**src/rtl/top_cap_pkg.sv**
```systemverilog
// Shared types and helpers for the TOP response-capture stage: entry layout,
// MISR constants and the per-sample signature step.
package top_cap_pkg;

  localparam int          ENTRY_W   = 99;
  localparam logic [31:0] MISR_SEED = 32'hFFFF_FFFF;
  localparam logic [31:0] MISR_POLY = 32'h04C1_1DB7;

  typedef struct packed {
    logic        f459_87_;
    logic        jjh;
    logic        wrr_898;
    logic [31:0] data_rd_T;
    logic [63:0] d877;
  } cap_entry_t;

  // One MISR shift: Galois feedback on the outgoing MSB, then fold in the
  // 99-bit sample compressed to 32 bits by XOR of its words and flags.
  function automatic logic [31:0] misr_step(input logic [31:0] sig,
                                            input cap_entry_t  entry,
                                            input logic [31:0] poly);
    logic [31:0] fold;
    logic [31:0] fb;
    fold = entry.d877[63:32] ^ entry.d877[31:0] ^ entry.data_rd_T ^
           {29'd0, entry.f459_87_, entry.jjh, entry.wrr_898};
    fb   = sig[31] ? poly : 32'd0;
    return {sig[30:0], 1'b0} ^ fb ^ fold;
  endfunction

endpackage

```
**src/rtl/cap_fifo.sv**
```systemverilog
// Parameterised show-ahead synchronous FIFO; occupancy is tracked by a level
// counter so full/empty never depend on pointer equality.
module cap_fifo #(
  parameter int WIDTH = 99,
  parameter int DEPTH = 8
) (
  input  logic                     clk,
  input  logic                     reset,
  input  logic                     push_i,
  input  logic                     pop_i,
  input  logic [WIDTH-1:0]         wdata_i,
  output logic [WIDTH-1:0]         rdata_o,
  output logic                     valid_o,
  output logic [$clog2(DEPTH):0]   level_o,
  output logic                     full_o
);

  localparam int             AW        = $clog2(DEPTH);
  localparam int             LW        = AW + 1;
  localparam logic [AW-1:0]  PTR_STEP  = AW'(1'b1);
  localparam logic [LW-1:0]  LVL_STEP  = LW'(1'b1);
  localparam logic [LW-1:0]  LVL_FULL  = LW'(DEPTH);

  logic [WIDTH-1:0] mem_q [DEPTH];
  logic [AW-1:0]    wr_ptr_q, wr_ptr_d;
  logic [AW-1:0]    rd_ptr_q, rd_ptr_d;
  logic [LW-1:0]    level_q, level_d;
  logic             valid_q, valid_d;
  logic             full_q, full_d;

  // Next-state pointers and occupancy.
  always_comb begin
    wr_ptr_d = wr_ptr_q;
    rd_ptr_d = rd_ptr_q;
    level_d  = level_q;
    if (push_i) begin
      wr_ptr_d = wr_ptr_q + PTR_STEP;
    end else begin
      wr_ptr_d = wr_ptr_q;
    end
    if (pop_i) begin
      rd_ptr_d = rd_ptr_q + PTR_STEP;
    end else begin
      rd_ptr_d = rd_ptr_q;
    end
    case ({push_i, pop_i})
      2'b10:   level_d = level_q + LVL_STEP;
      2'b01:   level_d = level_q - LVL_STEP;
      default: level_d = level_q;
    endcase
    valid_d = (level_d != '0);
    full_d  = (level_d == LVL_FULL);
  end

  // Control state register.
  always_ff @(posedge clk) begin
    if (reset) begin
      wr_ptr_q <= '0;
      rd_ptr_q <= '0;
      level_q  <= '0;
      valid_q  <= 1'b0;
      full_q   <= 1'b0;
    end else begin
      wr_ptr_q <= wr_ptr_d;
      rd_ptr_q <= rd_ptr_d;
      level_q  <= level_d;
      valid_q  <= valid_d;
      full_q   <= full_d;
    end
  end

  // Storage array; contents beyond the level counter are never observed.
  always_ff @(posedge clk) begin
    if (push_i) begin
      mem_q[wr_ptr_q] <= wdata_i;
    end
  end

  assign rdata_o = valid_q ? mem_q[rd_ptr_q] : '0;
  assign valid_o = valid_q;
  assign level_o = level_q;
  assign full_o  = full_q;

endmodule

```
**src/rtl/top_response_capture.sv**
```systemverilog
// Captures TOP result samples into a show-ahead FIFO for a slower reader and
// keeps a sticky overflow flag, a saturating sample count and a MISR signature.
module top_response_capture
  import top_cap_pkg::*;
#(
  parameter int          DEPTH = 8,
  parameter logic [31:0] SEED  = MISR_SEED,
  parameter logic [31:0] POLY  = MISR_POLY
) (
  input  logic                     clk,
  input  logic                     reset,
  input  logic                     cap_en,
  input  logic [63:0]              d877,
  input  logic [31:0]              data_rd_T,
  input  logic                     wrr_898,
  input  logic                     jjh,
  input  logic                     f459_87_,
  input  logic                     clr_sig,
  input  logic                     rd_ready,
  output logic                     rd_valid,
  output logic [ENTRY_W-1:0]       rd_data,
  output logic [$clog2(DEPTH):0]   level,
  output logic                     full,
  output logic                     overflow,
  output logic [15:0]              sample_cnt,
  output logic [31:0]              signature
);

  cap_entry_t  entry_s;
  logic        pop_s;
  logic        push_s;
  logic        drop_s;

  logic        overflow_q, overflow_d;
  logic [15:0] cnt_q, cnt_d;
  logic [31:0] sig_q, sig_d;

  assign entry_s = {f459_87_, jjh, wrr_898, data_rd_T, d877};
  assign pop_s   = rd_valid & rd_ready;
  // A full FIFO still accepts a sample when the head leaves in the same cycle.
  assign push_s  = cap_en & (~full | pop_s);
  assign drop_s  = cap_en & full & ~pop_s;

  cap_fifo #(
    .WIDTH (ENTRY_W),
    .DEPTH (DEPTH)
  ) u_fifo (
    .clk     (clk),
    .reset   (reset),
    .push_i  (push_s),
    .pop_i   (pop_s),
    .wdata_i (entry_s),
    .rdata_o (rd_data),
    .valid_o (rd_valid),
    .level_o (level),
    .full_o  (full)
  );

  // Overflow, sample counter and signature next state; clr_sig beats push.
  always_comb begin
    overflow_d = overflow_q | drop_s;
    cnt_d      = cnt_q;
    sig_d      = sig_q;
    if (clr_sig) begin
      cnt_d = 16'd0;
      sig_d = SEED;
    end else if (push_s) begin
      cnt_d = (cnt_q == 16'hFFFF) ? cnt_q : cnt_q + 16'd1;
      sig_d = misr_step(sig_q, entry_s, POLY);
    end else begin
      cnt_d = cnt_q;
      sig_d = sig_q;
    end
  end

  // Status register bank.
  always_ff @(posedge clk) begin
    if (reset) begin
      overflow_q <= 1'b0;
      cnt_q      <= 16'd0;
      sig_q      <= SEED;
    end else begin
      overflow_q <= overflow_d;
      cnt_q      <= cnt_d;
      sig_q      <= sig_d;
    end
  end

  assign overflow   = overflow_q;
  assign sample_cnt = cnt_q;
  assign signature  = sig_q;

endmodule

```
**config.mk**
```make
export PLATFORM = sky130hd
export DESIGN_NAME = top_response_capture
export DESIGN_NICKNAME = d
export VERILOG_FILES = /design/src/rtl/top_cap_pkg.sv /design/src/rtl/cap_fifo.sv /design/src/rtl/top_response_capture.sv
export SDC_FILE = /design/constraint.sdc
export NUM_CORES = 1
export LEC_CHECK = 0
export CELL_PAD_IN_SITES_DETAIL_PLACEMENT = 1
export CELL_PAD_IN_SITES_GLOBAL_PLACEMENT = 1
export CORE_MARGIN = 3
export CORE_UTILIZATION = 35
export DETAILED_ROUTE_END_ITERATION = 7
export PLACE_DENSITY_LB_ADDON = 0.1
export SETUP_SLACK_MARGIN = 0.2
export SYNTH_ARGS = -nofsm -noshare
export SYNTH_HDL_FRONTEND = slang
export SYNTH_SLANG_ARGS = --single-unit
```
**constraint.sdc**
```tcl
create_clock -name clk -period 22.9 [get_ports clk]
set_input_delay 4.58 -clock clk [delete_from_list [all_inputs] [get_ports clk]]
set_output_delay 4.58 -clock clk [all_outputs]
set_load 0.05 [all_outputs]
```
==> impl_summary.log, run 1 <==
INFO  metric worstSetupEndpoint = rd_data[71]
INFO  metric grt_usage = 0.182
INFO  metric layout-drive-gt1-share = 0.193
INFO  metric clockPowerShare = 0.345
INFO  metric count_of_mapped_cells_out_of_synthesis = 1656
INFO  metric yosys_most_used_dff = edfxtp_1
INFO  metric final_max_slew_viol_count = 0
INFO  metric cp-start-kind = register
INFO  metric worstReg2RegStart = u_fifo.valid_o$_SDFF_PP0_
INFO  metric hold_path.class = register to register
INFO  metric clock_path_buffers = 3
INFO  metric detailedRoute.firstPassIterationCount = 5
INFO  metric first_global_vias = 18.5k
INFO  metric run_status = finished clean
INFO  metric post-place-ws = 13.44 ns
INFO  metric power = 4.21 mW
INFO  metric clock_sinks = 856
INFO  metric setup_ws = 13.02 ns
INFO  metric power_frac_seq = 0.436
INFO  metric mean_area_per_synthesized_cell = 20.5 µm²
INFO  metric post_cts_hold_buffer_count = 0
INFO  metric critical_path.cell_chain = buf_4 -> buf_4 -> mux4_2 -> mux2i_1 -> nor2b_1 -> clkdlybuf4s50_1
INFO  metric worst-setup-path-type = register to output port
INFO  metric rsz0062_at_grt = no
INFO  metric fin_hold_ws = 0.507 ns
INFO  metric met2_length = 45400 µm
INFO  metric insertion_delay = 0.63 ns
INFO  metric vdd_drop_max = 0.0785 mV
INFO  metric library_cell_appearing_most_often_on_the_critical_path = buf_4
INFO  metric p_leak = 12.4 nW
INFO  metric worst_path_largest_cell_delay = 0.91 ns
INFO  metric met3WireLength = 4900 µm
INFO  metric cp_arrival = 5.30 ns
INFO  metric finalWorstPathRequiredPeriod = 9.88 ns
INFO  metric tightest_slew_margin_relative_to_the_limit = 0.293
INFO  metric synth_sequential_area_ratio = 0.740
INFO  metric critPathSlowestCell = buf_4
INFO  metric finalHoldViolCount = 0
INFO  metric syn_nets = 1766
INFO  metric wirelength_met1 = 39700 µm
INFO  metric grt_remaining_overflow = 0
INFO  metric r2r_cells = 7
INFO  metric grt_pass1_wl = 132000 µm
INFO  metric cts_inserted_buffers = 93
INFO  metric synthToLayoutAreaGrowth = 20.6%
INFO  metric yosys.cell_types.count = 41
INFO  metric max_slew.worst_pin.slew = 1.06 ns
INFO  metric number_of_enable_type_register_cells_in_the_synthesized_netlist = 792
INFO  metric post_cts_buffers = 0
INFO  metric syn-cell-area = 33900 µm²
INFO  metric power_switching = 1.22 mW
INFO  metric internal-power = 2.99 mW
INFO  metric maximum_level_of_the_cts_h_tree = 3
INFO  metric most-common-layout-cells = edfxtp_1, clkdlybuf4s50_1, mux4_2, xnor2_1, nor2b_1
INFO  metric cts-root-buf = clkbuf_16
INFO  metric finalSetupTns = 0 ns
INFO  metric io_buffer_count = 257
INFO  metric detailroute.via_count = 16.8k
INFO  metric cap_violations = 0
INFO  metric yosysWarningCount = 0
INFO  metric cts_repair_resize_count = 0
INFO  metric rrSetupSlack = 18.45 ns
INFO  metric fmaxAchievable = 0.101 GHz
INFO  metric reg2reg_to = u_fifo.mem_q[1][90]$_DFFE_PP_
INFO  metric design.core.area = 95400 µm²
INFO  metric grt_max_degree = 149
INFO  metric p_sw_frac = 0.290
INFO  metric fin_crit_sh = 0.431
INFO  metric hpwlAfterDp = 53800 µm
INFO  metric setup_viol = 0
INFO  metric number_of_synthesized_register_bits = 856
INFO  metric cp_max_fo = 48
INFO  metric ant_nets = 0
INFO  metric worstPathRequired = 18.32 ns
INFO  metric floorplan.die.width = 317 µm
INFO  metric chipHeight = 317 µm
INFO  metric cts_tree = yes
INFO  metric async_reset_ff_frac = 0
INFO  metric avgRoutedWirePerCell = 27.7 µm
INFO  metric mostFrequentLayoutCell = edfxtp_1
INFO  metric count_of_unresolved_drc_violations_after_routing = 0
INFO  metric post_layout_net_count = 2066
INFO  metric num_io_pins = 258
INFO  metric top_signal_layer_used = met5
INFO  metric grt_antenna_before_repair = 10
INFO  metric share_comb_of_total_power = 0.219
INFO  metric clkSlewWorstSetupHoldPaths = 0.06 ns
INFO  metric cpLargestDelayFamily = buffers and inverters
INFO  metric final.setup_skew = 0.0252 ns
INFO  metric detail_route.wirelength = 91500 µm
INFO  metric std_cell_rows = 113
INFO  metric floorplan.die_area = 101000 µm²
INFO  metric initial_core_util = 0.355
INFO  metric powerDensity = 103 nW/µm²
INFO  metric timing.critical_path.to_type = output port
INFO  metric gp_congestion = 0.717
INFO  metric drt_first_iter_violations = 1246
INFO  metric critical_path.n_buffers_inverters = 3
INFO  metric via_per_inst = 5.07
INFO  metric timing.critical_path.depth = 6
==> power groups by stage <==
| stage | Clock (mW) | Sequential (mW) | Combinational, mW |
|---|---|---|---|
| final | 1.45 | 1.83 | 0.922 |
| after global routing | 1.56 | 1.84 | 0.982 |
| after CTS | 1.50 | 1.84 | 0.947 |
| after detailed placement | 0 | 1.87 | 0.944 |
| after global placement | 0 | 1.87 | 0.940 |
| after floorplan | 0 | 1.87 | 0.631 |
==> area by class of cell <==
class                           count  area [µm²]
Antenna cell                        8        20.0
Sequential cell                   856       25100
Inverter                            5        18.8
Timing Repair Buffer              290        2850
Fill cell                        9007       54600
Multi-Input combinational cell    710        8380
Clock buffer                      117        2490
Tap cell                         1265        1580
Clock inverter                     53         467
==> per-stage QoR <==
| stage | instance area [µm²] | instances | util |
|---|---|---|---|
| final | 40900 | 3304 | 0.428 |
| after global routing | 40900 | 3297 | 0.428 |
| after detailed placement | 37900 | 3126 | 0.397 |
| after floorplan | 33900 | 1656 | - |
| after global placement | 37900 | 3126 | 0.397 |
| after CTS | 40900 | 3296 | 0.428 |
==> flip-flops by register name, summed over array words and instances (netlist names), named ones only <==
register / flops
u_fifo.full_o: 1
u_fifo.rd_ptr_q: 3
u_fifo.wr_ptr_q: 3
signature: 32
u_fifo.level_o: 4
u_fifo.valid_o: 1
sample_cnt: 16
u_fifo.mem_q: 792
overflow: 1
==> layer usage <==
metal / track usage / vias up
li1: - / 7268
met1: 0.243 / 9034
met2: 0.307 / 352
met3: 0.0409 / 103
met4: 0.0396 / 6
met5: 0 / -
==> cell families after synthesis <==
| group | count (synthesis) | share of synthesized area |
|---|---|---|
| mux | 300 | 0.162 |
| simple gates | 212 | 0.0366 |
| buf+inv | 90 | 0.0146 |
| compound gates | 58 | 0.0105 |
| xor+xnor | 134 | 0.0346 |
| flops | 856 | 0.740 |
| fa+ha+maj | 6 | 0.00222 |
==> cell usage after synthesis (all sizes together), types with 3 or more instances <==
| library cell | number | share of area |
|---|---|---|
| clkbuf | 28 | 0.0031 |
| nor4b | 3 | 0.0011 |
| nor3b | 4 | 0.00089 |
| a21oi | 18 | 0.0027 |
| nor4 | 11 | 0.0032 |
| inv | 5 | 0.00055 |
| nand2 | 33 | 0.0037 |
| nand3 | 7 | 0.0014 |
| nor2 | 31 | 0.0034 |
| a31oi | 4 | 0.00074 |
| o21ai | 14 | 0.0021 |
| mux4 | 198 | 0.13 |
| nor3 | 7 | 0.0010 |
| o211ai | 18 | 0.0040 |
| xor2 | 17 | 0.0044 |
| edfxtp | 792 | 0.70 |
| mux2i | 102 | 0.030 |
| dfxtp | 64 | 0.038 |
| nor2b | 105 | 0.019 |
| ha | 6 | 0.0022 |
| xnor2 | 117 | 0.030 |
| buf | 57 | 0.011 |
| nand4 | 5 | 0.0011 |
==> how the worst min path moves through the flow <==
stage / from / cells after the start / to
after CTS: u_fifo.rd_ptr_q[1]$_SDFFE_PP0P_ / 2 / register
final: u_fifo.rd_ptr_q[1]$_SDFFE_PP0P_ / 2 / register
after global routing: u_fifo.rd_ptr_q[1]$_SDFFE_PP0P_ / 2 / register
after floorplan: u_fifo.rd_ptr_q[1]$_SDFFE_PP0P_ / 2 / register
after global placement: u_fifo.rd_ptr_q[1]$_SDFFE_PP0P_ / 2 / register
after detailed placement: u_fifo.rd_ptr_q[1]$_SDFFE_PP0P_ / 2 / register
==> worst min-delay path, stage by stage, from the launching register on <==
cell and delay [ns]:
dfxtp_1 0.31, nand2_1 0.06, a21oi_1 0.08
(Power assumes the default switching activity.)
==> run 2, diff against run 1 <==
==> constraint.sdc (replaced) <==
create_clock -name clk -period 9.2 [get_ports clk]
set_input_delay 1.84 -clock clk [delete_from_list [all_inputs] [get_ports clk]]
set_output_delay 1.84 -clock clk [all_outputs]
set_load 0.05 [all_outputs]
==> impl_summary.log, run 2 (synthesized netlist as in run 1, its figures left out) <==
INFO  metric worst-setup-path-type = register to output port
INFO  metric finalWorstPathRequiredPeriod = 5.85 ns
INFO  metric clockPowerShare = 0.347
INFO  metric timing.critical_path.to_type = output port
INFO  metric final_max_slew_viol_count = 0
INFO  metric worst_path_largest_cell_delay = 0.82 ns
INFO  metric mostFrequentLayoutCell = edfxtp_1
INFO  metric hpwlAfterDp = 54400 µm
INFO  metric cts_tree = yes
INFO  metric cts_repair_resize_count = 0
INFO  metric grt_max_degree = 108
INFO  metric maximum_level_of_the_cts_h_tree = 3
INFO  metric worst_hold_startpoint = u_fifo.rd_ptr_q[1]$_SDFFE_PP0P_
INFO  metric cp-start-kind = register
INFO  metric final.setup_skew = 0.0263 ns
INFO  metric p_sw_frac = 0.290
INFO  metric largest_register_ffs = 792
INFO  metric most-common-layout-cells = edfxtp_1, clkdlybuf4s50_1, mux4_2, xnor2_1, nor2b_1
INFO  metric fillerInstances = 8937
INFO  metric post_layout_net_count = 2067
INFO  metric biggest_register = u_fifo.mem_q
INFO  metric detailedRoute.firstPassIterationCount = 5
INFO  metric critical_path.n_buffers_inverters = 2
INFO  metric stdcell_count = 3305
INFO  metric insertion_delay = 0.64 ns
INFO  metric detailroute.via_count = 16.6k
INFO  metric tightest_slew_margin_relative_to_the_limit = 0.284
INFO  metric design.core.area = 95400 µm²
INFO  metric std_cell_rows = 113
INFO  metric grt_remaining_overflow = 0
INFO  metric ant_nets = 0
INFO  metric grt_pass1_wl = 131000 µm
INFO  metric cts_inserted_buffers = 95
INFO  metric synthToLayoutAreaGrowth = 20.9%
INFO  metric count_of_unresolved_drc_violations_after_routing = 0
INFO  metric fin_crit_sh = 0.636
INFO  metric grt_usage = 0.182
INFO  metric share_comb_of_total_power = 0.222
INFO  metric drt_first_iter_violations = 1057
INFO  metric post_cts_hold_buffer_count = 0
INFO  metric powerDensity = 257 nW/µm²
INFO  metric hold_path.class = register to register
INFO  metric power = 10.5 mW
INFO  metric floorplan.die.width = 317 µm
INFO  metric avgRoutedWirePerCell = 27.5 µm
INFO  metric cpLargestDelayFamily = buffers and inverters
INFO  metric p_leak = 12.4 nW
INFO  metric fmaxAchievable = 0.171 GHz
INFO  metric chipHeight = 317 µm
INFO  metric finalHoldViolCount = 0
INFO  metric grt_antenna_before_repair = 9
INFO  metric cp_max_fo = 81
INFO  metric first_global_vias = 18.5k
INFO  metric power_switching = 3.05 mW
INFO  metric layout-drive-gt1-share = 0.192
INFO  metric post_cts_buffers = 0
INFO  metric num_io_pins = 258
INFO  metric max_slew.worst_pin.slew = 1.07 ns
INFO  metric power_frac_seq = 0.431
INFO  metric io_buffer_count = 257
INFO  metric final-seq-area = 25100 µm²
INFO  metric setup_viol = 0
INFO  metric vdd_drop_max = 0.156 mV
INFO  metric detail_route.wirelength = 90900 µm
INFO  metric rsz0062_at_grt = no
INFO  metric initial_core_util = 0.355
INFO  metric total_placed_cells_including_tap_cells = 3125
INFO  metric worstReg2RegStart = u_fifo.valid_o$_SDFF_PP0_
INFO  metric critical_path.cell_chain = buf_12 -> mux4_2 -> mux2i_1 -> nor2b_1 -> clkdlybuf4s50_1
INFO  metric finalSetupTns = 0 ns
INFO  metric gp_congestion = 0.742
INFO  metric internal-power = 7.48 mW
INFO  metric run_status = finished clean
INFO  metric worstPathRequired = 7.36 ns
INFO  metric clkSlewWorstSetupHoldPaths = 0.06 ns
INFO  metric multi_input_area = 8390 µm²
INFO  metric cap_violations = 0
INFO  metric via_per_inst = 5.02
INFO  metric floorplan.die_area = 101000 µm²
INFO  metric cp_arrival = 4.01 ns
INFO  metric clock_sinks = 856
INFO  metric clock_path_buffers = 3
INFO  metric critPathSlowestCell = dfxtp_4
INFO  metric cts-root-buf = clkbuf_16
==> run 2: tightest hold or removal path: cells and delay by family, from the launching register on <==
kind / cells / cell delay (ns)
AND/OR/NAND/NOR: 1 / 0.06
AO/OA/AOI/OAI: 1 / 0.07
flip-flops: 1 / 0.31
==> run 2: layout make-up <==
cell class / instances / share of cell area
Tap cell: 1265 / 0.0386
Clock inverter: 54 / 0.0113
Inverter: 5 / 0.000458
Sequential cell: 856 / 0.612
Antenna cell: 4 / 0.000244
Multi-Input combinational cell: 710 / 0.205
Timing Repair Buffer: 289 / 0.0699
Clock buffer: 122 / 0.0623
==> run 2: worst paths after layout <==
| kind | slack (ns) | depth (start not counted) | end |
|---|---|---|---|
| worst max-delay path | 3.35 | 5 | rd_data[69] |
| worst min-delay path | 0.49 | 2 | register |
| worst max register to register | 4.77 | 7 | u_fifo.mem_q[6][81]$_DFFE_PP_ |
| worst min register to register | 0.49 | 2 | register |
==> run 2: through the flow <==
| step | cell area (µm²) | worst slack [ns] | hold WS [ns] | utilization |
|---|---|---|---|---|
| 2_1_floorplan | 33900 | -1.08 | 0.454 | - |
| 3_3_place_gp | 37900 | 3.91 | 0.461 | 0.398 |
| 3_5_place_dp | 37900 | 3.89 | 0.486 | 0.398 |
| 4_1_cts | 40900 | 3.20 | 0.481 | 0.429 |
| 5_1_grt | 41000 | 3.06 | 0.526 | 0.429 |
| 6_report | 41000 | 3.35 | 0.490 | 0.429 |
==> run 2: routing by layer <==
layer  vias up  wire (µm)  global-route usage
li1       7254          -                   -
met4         8       2100              0.0447
met2       342      45500               0.311
met1      8868      39200               0.240
met3       125       4050              0.0360
met5         -         55                   0
==> run 2: power by group through the flow <==
stage	Combinational (mW)	Clock (mW)	Sequential, mW
5_1_grt	2.49	3.93	4.56
3_3_place_gp	2.38	0	4.62
6_report	2.33	3.66	4.54
2_1_floorplan	1.57	0	4.63
3_5_place_dp	2.39	0	4.63
4_1_cts	2.40	3.77	4.55
